### src/rtl/vga_mem_arbiter.sv
// Round-robin arbiter that shares one synchronous character-memory read port
// among NREQ pixel-pipeline requesters. The read latency is a fixed 2 cycles.
module vga_mem_arbiter #(
    parameter int NREQ = 4,
    parameter int AW   = 8,
    parameter int DW   = 8
) (
    input  logic                 px_clk,
    input  logic                 reset,
    input  logic                 en,
    input  logic [NREQ-1:0]      req,
    input  logic [NREQ*AW-1:0]   req_addr,
    output logic [NREQ-1:0]      gnt,
    output logic [AW-1:0]        mem_addr,
    input  logic [DW-1:0]        mem_din,
    output logic [NREQ-1:0]      rvalid,
    output logic [DW-1:0]        rdata
);

    localparam int PW = $clog2(NREQ);

    logic [PW-1:0]   r_ptr;
    logic [NREQ-1:0] r_gnt;
    logic [NREQ-1:0] r_rvalid;
    logic [AW-1:0]   r_mem_addr;

    logic [NREQ-1:0] w_busy;
    logic [NREQ-1:0] w_elig;
    logic            w_any;
    logic [PW-1:0]   w_win;
    logic [PW-1:0]   w_cand;

    // A requester is busy only during its grant cycle; once its rvalid cycle
    // is under way it may win again at the edge that closes that cycle.
    assign w_busy = r_gnt;
    assign w_elig = req & ~w_busy & {NREQ{en}};

    // Scan ptr, ptr+1, ... ; the PW-bit add wraps naturally for NREQ=4.
    always_comb begin
        w_any  = 1'b0;
        w_win  = '0;
        w_cand = '0;
        for (int k = 0; k < NREQ; k++) begin
            w_cand = r_ptr + PW'(k);
            if (!w_any && w_elig[w_cand]) begin
                w_any = 1'b1;
                w_win = w_cand;
            end
        end
    end

    always_ff @(posedge px_clk or posedge reset) begin
        if (reset) begin
            r_ptr      <= '0;
            r_gnt      <= '0;
            r_rvalid   <= '0;
            r_mem_addr <= '0;
        end else begin
            r_rvalid <= r_gnt;
            if (w_any) begin
                r_gnt      <= NREQ'(1) << w_win;
                // Only the winner's slice is muxed, so idle slices never leak.
                r_mem_addr <= req_addr[w_win*AW +: AW];
                r_ptr      <= w_win + PW'(1);
            end else begin
                r_gnt <= '0;
            end
        end
    end

    assign gnt      = r_gnt;
    assign rvalid   = r_rvalid;
    assign mem_addr = r_mem_addr;
    assign rdata    = (|r_rvalid) ? mem_din : '0;

endmodule

### config.mk
export PLATFORM = sky130hd
export DESIGN_NAME = vga_mem_arbiter
export DESIGN_NICKNAME = d
export VERILOG_FILES = /design/src/rtl/vga_mem_arbiter.sv
export SDC_FILE = /design/constraint.sdc
export NUM_CORES = 1
export LEC_CHECK = 0
export BUFFER_PORTS_ARGS = -buffer_cell sky130_fd_sc_hd__buf_2
export CAP_MARGIN = 20
export CELL_PAD_IN_SITES_DETAIL_PLACEMENT = 0
export CELL_PAD_IN_SITES_GLOBAL_PLACEMENT = 1
export CORE_MARGIN = 2
export CORE_UTILIZATION = 30
export CTS_BUF_LIST = sky130_fd_sc_hd__clkbuf_16
export DETAILED_ROUTE_END_ITERATION = 12
export PLACE_DENSITY = 0.79
export SLEW_MARGIN = 20
export SYNTH_ARGS = -nofsm -noshare
export SYNTH_HDL_FRONTEND = slang
export SYNTH_SLANG_ARGS = --single-unit
### constraint.sdc
create_clock -name px_clk -period 2.1 [get_ports px_clk]
set_input_delay 0 -clock px_clk [delete_from_list [all_inputs] [get_ports px_clk]]
set_output_delay 0 -clock px_clk [all_outputs]
set_load 0.02 [all_outputs]
# Word level (Yosys, flattened, before mapping)
# Cells that the tools add are included.
[op_classes]
add_sub_neg = 4
bitwise = 3
shift = 2
reduce_logical = 7
muxes = 18
order_cmp = 4
[op_table]
columns = ["operator", "n"]
rows = [
  ["indexed part select 32 x 6 -> 8 bit", 1],
  ["less-than comparator 2 x 3 -> 1 bit, second input constant", 4],
  ["bitwise AND 4 bit", 2],
  ["binary-select mux 1 bit (select 2 bit)", 4],
  ["two-way mux 1 bit", 8],
  ["two-way mux 2 bit", 4],
  ["two-way mux 8 bit", 1],
  ["adder 2 x 1 -> 2 bit, second input constant", 2],
  ["adder 2 bit, second input constant", 2],
  ["two-way mux 4 bit", 1],
  ["inverter 4 bit", 1],
  ["OR reduction 4 bit", 1],
  ["<< shifter 1 x 2 -> 4 bit, first input constant", 1],
  ["logical AND 1 bit", 3],
  ["logical NOT 1 bit", 3],
]
[word_totals]
regBits = 18
elab_cells = 42
in_bits = 47

# Depth between registers and ports, before layout
# Gate-level depths: netlist of run 1.
[logic_depth]
depth_word = 17
mapped_depth = 7
ltp_nobuf = 6

# Worst setup path before layout of run 1
# OpenSTA, ideal clock, no wires.
[synth_path]
kind = "register -> register"
from = "register r_gnt[2] (netlist: gnt[2])"
to = "register r_mem_addr[7] (netlist: mem_addr[7])"
t_arrival_ps = 1701
period_less_slack_ps = 1836
stages_incl_launch_ff = 8
required_time_ps = 1965
path_buffers = 1
path_slack_ps = 264
cell_sequence = "dfrtp_1 and4bb_1 mux2_4 o211a_4 nand2b_4 buf_6 mux2i_1 o211ai_1"
[synth_via]
elab_chain_cells = 16
word_cells_on_any_way = 26
classes_between = "1 x shift; 16 x mux; 3 x bitwise; 6 x reduce/logical"
[synth_rtl]
columns = ["item", "line_no", "text"]
rows = [
  ["start: declaration", "23", "logic [NREQ-1:0] r_gnt;"],
  ["start signal: assignment", "61", "r_gnt <= NREQ'(1) << w_win;"],
  ["inverter 4 bit (*)", "36", "assign w_elig = req & ~w_busy & {NREQ{en}};"],
  ["bitwise AND 4 bit (*) (2 in series)", "36", ""],
  ["binary-select mux 1 bit (select 2 bit)", "45", "if (!w_any && w_elig[w_cand]) begin"],
  ["two-way mux 1 bit (implied by the code)", "45", ""],
  ["two-way mux 1 bit", "45", ""],
  ["logical NOT 1 bit", "45", ""],
  ["logical AND 1 bit", "45", ""],
  ["two-way mux 1 bit", "45", ""],
  ["logical NOT 1 bit", "45", ""],
  ["logical AND 1 bit", "45", ""],
  ["two-way mux 1 bit", "45", ""],
  ["logical NOT 1 bit", "45", ""],
  ["logical AND 1 bit", "45", ""],
  ["two-way mux 2 bit", "45", ""],
  ["indexed part select 32 x 6 -> 8 bit", "63", "r_mem_addr <= req_addr[w_win*AW +: AW];"],
  ["end signal: assignment", "63", ""],
  ["end: declaration", "25", "logic [AW-1:0] r_mem_addr;"],
]
# Mark *: on every way between the ends. The rest lies on a longest branch, timed or not. The select of a mux whose other input is x is not followed.
# A chain may end at the register's enable or synchronous reset.

# Worst setup path in the final report of run 1
[layout_path]
from = "register r_ptr[0]"
to = "register r_ptr[1]"
[layout_via]
elab_chain_cells = 13
word_cells_on_any_way = 26
classes_between = "4 x add/sub; 16 x mux; 6 x reduce/logical"
[layout_rtl]
columns = ["item", "line_no", "text"]
rows = [
  ["start: declaration", "22", "logic [PW-1:0] r_ptr;"],
  ["start signal: assignment", "64", "r_ptr <= w_win + PW'(1);"],
  ["branches (longest 13 deep; another with adder 2 x 1 -> 2 bit)", "-", ""],
]
# Several ways; the timed one is not identified. The select of a mux whose other input is x is not followed.

==> impl_metrics.toml, run 1 <==
[critical_path]
timing.rr.start = "r_ptr[0]"
r2r_cells = 6
cp_slowest_cell = "dfrtp_1"
r2r-end = "r_ptr[1]"
slowest_delay_ps = 450
crit_path_max_fanout = 13
crit_required_ps = 2230
crit_chain = "and4bb_1 > mux2_4 > o211a_4 > nand2b_4 > and2_4 > a211o_1"
r2r_setup_slack_ps = 160
crit_start = "r_ptr[0]"
endpoint_kind = "flop"
critPathLaunchType = "flop"
endpoint = "r_ptr[1]"
path_class = "flop to flop"
crit_arrival_ps = 2070

[cells_and_area]
antenna_cells = 0
layout_commonest_cell = "buf_2"
areaGrowthSynthToFinish_pct = 44.7
fill_cells = 374
final_layout_size_suffix_gt1_share_pct = 41.5
layout_common_cells = "70 x buf_2, 18 x dfrtp_1, 11 x o21ai_0, 11 x nor2_1"
nNetsFinal = 248

[routing]
vias_per_cell = 4.87
routed_wirelength_mm = 3.20
drtIter0Drc = 61
drc_errors = 0
ant_nets = 0
wl_per_cell_um = 12.9
first_pass_iters = 4
vias = 1208

[status]
status = "complete, no violations"

[timing]
hold_viol = 0
fin_setup_tns_ps = 0
finalCritPeriodShare_pct = 92.5
slew_headroom_pct = 54.0
clock.fmax_mhz = 515
min_period_ps = 1940
tightest_slew_ps = 689
final-max-slew-violation-count = 0
final.setup_skew_ps = 1.78
finalSetupViolCount = 0
grt_setup_unrepaired = "false"

[yosys]
synth.area.mux_share_pct = 8.28
yosys_warnings = 0
syn_avg_cell_area_um2 = 9.34
synth.distinct_cells = 29
synth-edff-count = 0
ys_ff_latch = 18
syn-instance-count = 123
syn_area_mm2 = 0.00115
synth_compound_area_share_pct = 24.2
yosysSeqAreaShare_pct = 39.2
synth_top_family_by_area = "simple AND/OR/NAND/NOR gates"
synthXorXnorAreaFrac_pct = 0
ys_async_sr_fraction_pct = 100
synth_fa_ha_area_share_pct = 0
synth_simple_gate_area_share_pct = 24.3
synth-main-ff-cell = "dfrtp_1"
syn_nets = 170

[place]
io_buffers = 70
place_congestion = 0.747
hpwl_mm = 2.43

[power]
p_sw_share_pct = 40.0
ir_worst_vdd_uv = 381
p_leak_uw = 0.000885
power_frac_comb_pct = 49.0
clkPwrFrac_pct = 20.5
p_seq_share_pct = 30.5
intPower_uw = 1100
power_uw = 1830
p_switching_uw = 732
cellPowerDensity_mw_per_mm2 = 1100

[clock_network]
clk_pin_slew_ps = 50
cts_buffers = 3
root_buffer = "clkbuf_16"
cts_resized = 0
cts_tree = "yes"
clk_path_buf_depth = 2
cts.sinks = 18
post_cts_buffers = 0
htree_levels = 1
clk_latency_ps = 240

[run]
cap_violations = 0

[global_route]
grt_use_total_pct = 15.3
grt_remaining_overflow = 0
grt_pass1_vias = 1163
antenna_found_initial = 0
grt_max_degree = 19
grt_first_pass_wirelength_mm = 5.15

[die]
core_area_mm2 = 0.00366
num_rows = 22
ioPinCount = 71
dieHeight_um = 65.9
dieWidth_um = 65.9
die-area_mm2 = 0.00434
start_util_pct = 31.4

[min_path]
hp-class = "input port to flop"
## worst min path at each step
stage | start | end | slack, ps | cells after the start
floorplan | reset | gnt[0] | -60 | 1
global placement | reset | rvalid[1] | 130 | 2
detailed placement | reset | rvalid[1] | 150 | 2
CTS | req_addr[7] | mem_addr[7] | 30 | 3
global route | req_addr[6] | mem_addr[6] | 50 | 3
finish | req_addr[6] | mem_addr[6] | 40 | 3
## cells in the mapped netlist, drive strengths merged (2+ instances only)
| master | number | area, um2 |
|---|---|---|
| a21oi | 3 | 15.0 |
| a32oi | 8 | 70.1 |
| and2 | 10 | 65.1 |
| and4bb | 2 | 25.0 |
| buf | 3 | 27.5 |
| dfrtp | 18 | 450 |
| inv | 3 | 11.3 |
| mux2i | 8 | 80.1 |
| nand2 | 9 | 33.8 |
| nand2b | 5 | 38.8 |
| nor2 | 11 | 41.3 |
| nor2b | 10 | 62.6 |
| o211a | 2 | 27.5 |
| o211ai | 10 | 75.1 |
| o21ai | 12 | 60.1 |
## final cells by class
type	instances	area (um2)	area share (%)
clock buffer	3	75.1	4.52
timing repair buffer	77	405	24.4
inverter	4	15.0	0.904
tap	48	60.1	3.61
clock inverter	1	3.75	0.226
sequential	18	450	27.1
multi-input combinational	97	652	39.2
## critical path, delay by kind of cell (launching register included)
family           cells  cell delay (ps)
AO/OA/AOI/OAI        2              440
AND/OR/NAND/NOR      3              670
flip-flops           1              450
multiplexers         1              260
## power by group through the flow
stage          Sequential, uW  Combinational (uW)  Clock [uW]
2_1_floorplan             674                 496           0
3_5_place_dp              558                 909           0
5_1_grt                   578                 992         411
6_report                  557                 897         375
3_3_place_gp              564                 900           0
4_1_cts                   558                 910         387
## cell families (layout without fill, tap and decap cells)
family                 Yosys count  after routing
and+or+nand+nor                 49             49
AOI/OAI and AO/OA               39             39
DFF                             18             18
muxes                            9              9
buffers and inverters            8             85
## registers in the layout (all words and copies together), names as in the netlist
signal / flops
gnt: 4
mem_addr: 8
r_ptr: 2
rvalid: 4
## per-stage QoR
step	setup WS [ps]	instances	utilization [%]	cell area [um2]	hold WS [ps]
after detailed placement	177	243	43.0	1570	153
after floorplan	264	123	-	1150	-61.4
after global routing	15.5	248	45.4	1660	50.2
after CTS	162	248	45.4	1660	30.6
after global placement	210	243	43.0	1570	128
final	157	248	45.4	1660	36.7
## metal layers
layer | track usage (%) | routed length (um)
met5 | 0 | 0
met4 | 3.13 | 10
met3 | 4.26 | 352
met2 | 25.5 | 1400
met1 | 19.8 | 1430
## what timing repair did
action,4_1_cts,5_1_grt
hold buffers,1,0
endpoints found under the hold margin,18,0
endpoints found under the setup margin,0,0
No activity file was read; power rests on OpenSTA's default activity.
==> inputs of run 2 (changes only) <==
--- a/config.mk
+++ b/config.mk
@@ -10,10 +10,10 @@
 export CELL_PAD_IN_SITES_DETAIL_PLACEMENT = 0
 export CELL_PAD_IN_SITES_GLOBAL_PLACEMENT = 1
 export CORE_MARGIN = 2
-export CORE_UTILIZATION = 30
+export CORE_UTILIZATION = 32
 export CTS_BUF_LIST = sky130_fd_sc_hd__clkbuf_16
 export DETAILED_ROUTE_END_ITERATION = 12
-export PLACE_DENSITY = 0.79
+export PLACE_DENSITY = 0.83
 export SLEW_MARGIN = 20
 export SYNTH_ARGS = -nofsm -noshare
 export SYNTH_HDL_FRONTEND = slang
==> constraint.sdc (replaced) <==
create_clock -name px_clk -period 2.3 [get_ports px_clk]
set_input_delay 0 -clock px_clk [delete_from_list [all_inputs] [get_ports px_clk]]
set_output_delay 0 -clock px_clk [all_outputs]
set_load 0.02 [all_outputs]
==> run 2 against run 1 <==
Against the previous run: wire length fell by 0.25%; sequential cell count did not move; via count fell by 1.2%; sequential share of layout area rose by 0.67 points; total power fell by 9.3%; first-iteration DRC count fell by 39%; count of clock-buffer cells in the layout did not move; largest power group unchanged; maximum frequency fell by 4.9%; register-to-register slack improved by 100 ps; critical endpoint unchanged.
==> impl_metrics.toml, run 2 (synthesized netlist as in run 1, its figures left out) <==
[global_route]
grt_max_degree = 19
grt_use_total_pct = 15.3
grt_remaining_overflow = 0
grt_pass1_vias = 1119
antenna_found_initial = 0
grt_first_pass_wirelength_mm = 4.93

[die]
num_rows = 21
core_area_mm2 = 0.00339
ioPinCount = 71
dieHeight_um = 63.9
start_util_pct = 33.9
die-area_mm2 = 0.00408
dieWidth_um = 63.9

[routing]
first_pass_iters = 4
vias = 1194
dr_wl_met3_um = 364
routed_wirelength_mm = 3.19
drtIter0Drc = 37
vias_per_cell = 4.95
ant_nets = 0
highest_layer = "met4"
m1WireLength_mm = 1.38
wl_per_cell_um = 13.2
wl_met2_mm = 1.41
drc_errors = 0

[cells_and_area]
layout_commonest_cell = "buf_2"
layoutNonFillerInstCount = 241
layout_common_cells = "70 x buf_2, 18 x dfrtp_1, 11 x nor2_1"
areaGrowthSynthToFinish_pct = 41.2
nNetsFinal = 243
antenna_cells = 0
fin_util_pct = 47.8
largest_reg_flops = 8
final_layout_size_suffix_gt1_share_pct = 40.0

[timing]
min_period_ps = 2040
timing.hold.ws_ps = 32.8
fin_setup_tns_ps = 0
slew_headroom_pct = 49.2
tightest_slew_ps = 757
grt_setup_unrepaired = "false"
finalCritPeriodShare_pct = 88.8
setup_slack_ps = 257
final.setup_skew_ps = 3.84
final-max-slew-violation-count = 0
finalSetupViolCount = 0
clock.fmax_mhz = 489
hold_viol = 0

[clock_network]
cts_resized = 0
clk_pin_slew_ps = 50
root_buffer = "clkbuf_16"
clk_latency_ps = 250
cts.sinks = 18
cts_tree = "yes"
clk_path_buf_depth = 2
post_cts_buffers = 0
holdBufCountCts = 1
cts_buffers = 3
htree_levels = 1

[critical_path]
crit_path_max_fanout = 17
endpoint_kind = "flop"
path_class = "flop to flop"
r2r_cells = 6
crit_required_ps = 2440
critPathLaunchType = "flop"
crit_arrival_ps = 2180

[power]
p_switching_uw = 676
p_seq_share_pct = 30.4
p_sw_share_pct = 40.7
cellPowerDensity_mw_per_mm2 = 1020
power_frac_comb_pct = 48.1
intPower_uw = 983
clkPwrFrac_pct = 21.5
ir_worst_vdd_uv = 409
p_leak_uw = 0.000861

[place]
hpwl_mm = 2.43
place_congestion = 0.830
io_buffers = 70
placedCellCount = 236
place_ws_ps = 278

[min_path]
hold_path_depth = 3
hp-class = "input port to flop"

[status]
status = "complete, no violations"

[run]
cap_violations = 0
[run 2: changes by cell type in the layout (fill, tap and decap cells not counted), sizes merged]
cell  previous run  this run
buf             76        71
[run 2: critical path, stage by stage, from the launching register on]
cell	delay, ps
dfrtp_1	450
and4bb_1	240
mux2_4	260
o211a_4	290
nand2b_4	250
and2_4	210
a211o_1	220
[run 2: final timing paths]
path / slack, ps / from / end
max in group asynchronous: 1460 / reset / mem_addr[0]
worst max-delay path: 260 / r_ptr[0] / r_ptr[1]
worst max register to register: 260 / r_ptr[0] / r_ptr[1]
worst min register to register: 400 / gnt[3] / rvalid[3]
min in group asynchronous: 400 / reset / mem_addr[5]
worst min-delay path: 30 / req_addr[7] / mem_addr[7]
[run 2: layout make-up]
| class | instances | area, um2 |
|---|---|---|
| sequential | 18 | 450 |
| tap | 46 | 57.6 |
| fill | 329 | 1770 |
| multi-input combinational | 97 | 652 |
| inverter | 4 | 15.0 |
| clock inverter | 1 | 3.75 |
| clock buffer | 3 | 75.1 |
| timing repair buffer | 72 | 368 |
[run 2: stage by stage]
stage | area, um2 | power, uW
floorplan | 1150 | 1070
global placement | 1530 | 1300
detailed placement | 1530 | 1310
CTS | 1620 | 1670
global route | 1620 | 1760
finish | 1620 | 1660
[run 2: routing by layer]
layer | vias to the layer above | GRT usage, %
met3 | 3 | 5.11
met1 | 528 | 18.8
met4 | 0 | 4.08
met2 | 69 | 25.7
li1 | 594 | -
met5 | - | 0
[run 2: power by group through the flow]
stage | sequential, uW | combinational (uW) | clock (uW)
after floorplan | 615 | 453 | 0
after global placement | 506 | 790 | 0
after detailed placement | 510 | 799 | 0
after CTS | 504 | 804 | 358
after global routing | 519 | 871 | 373
final | 505 | 799 | 356
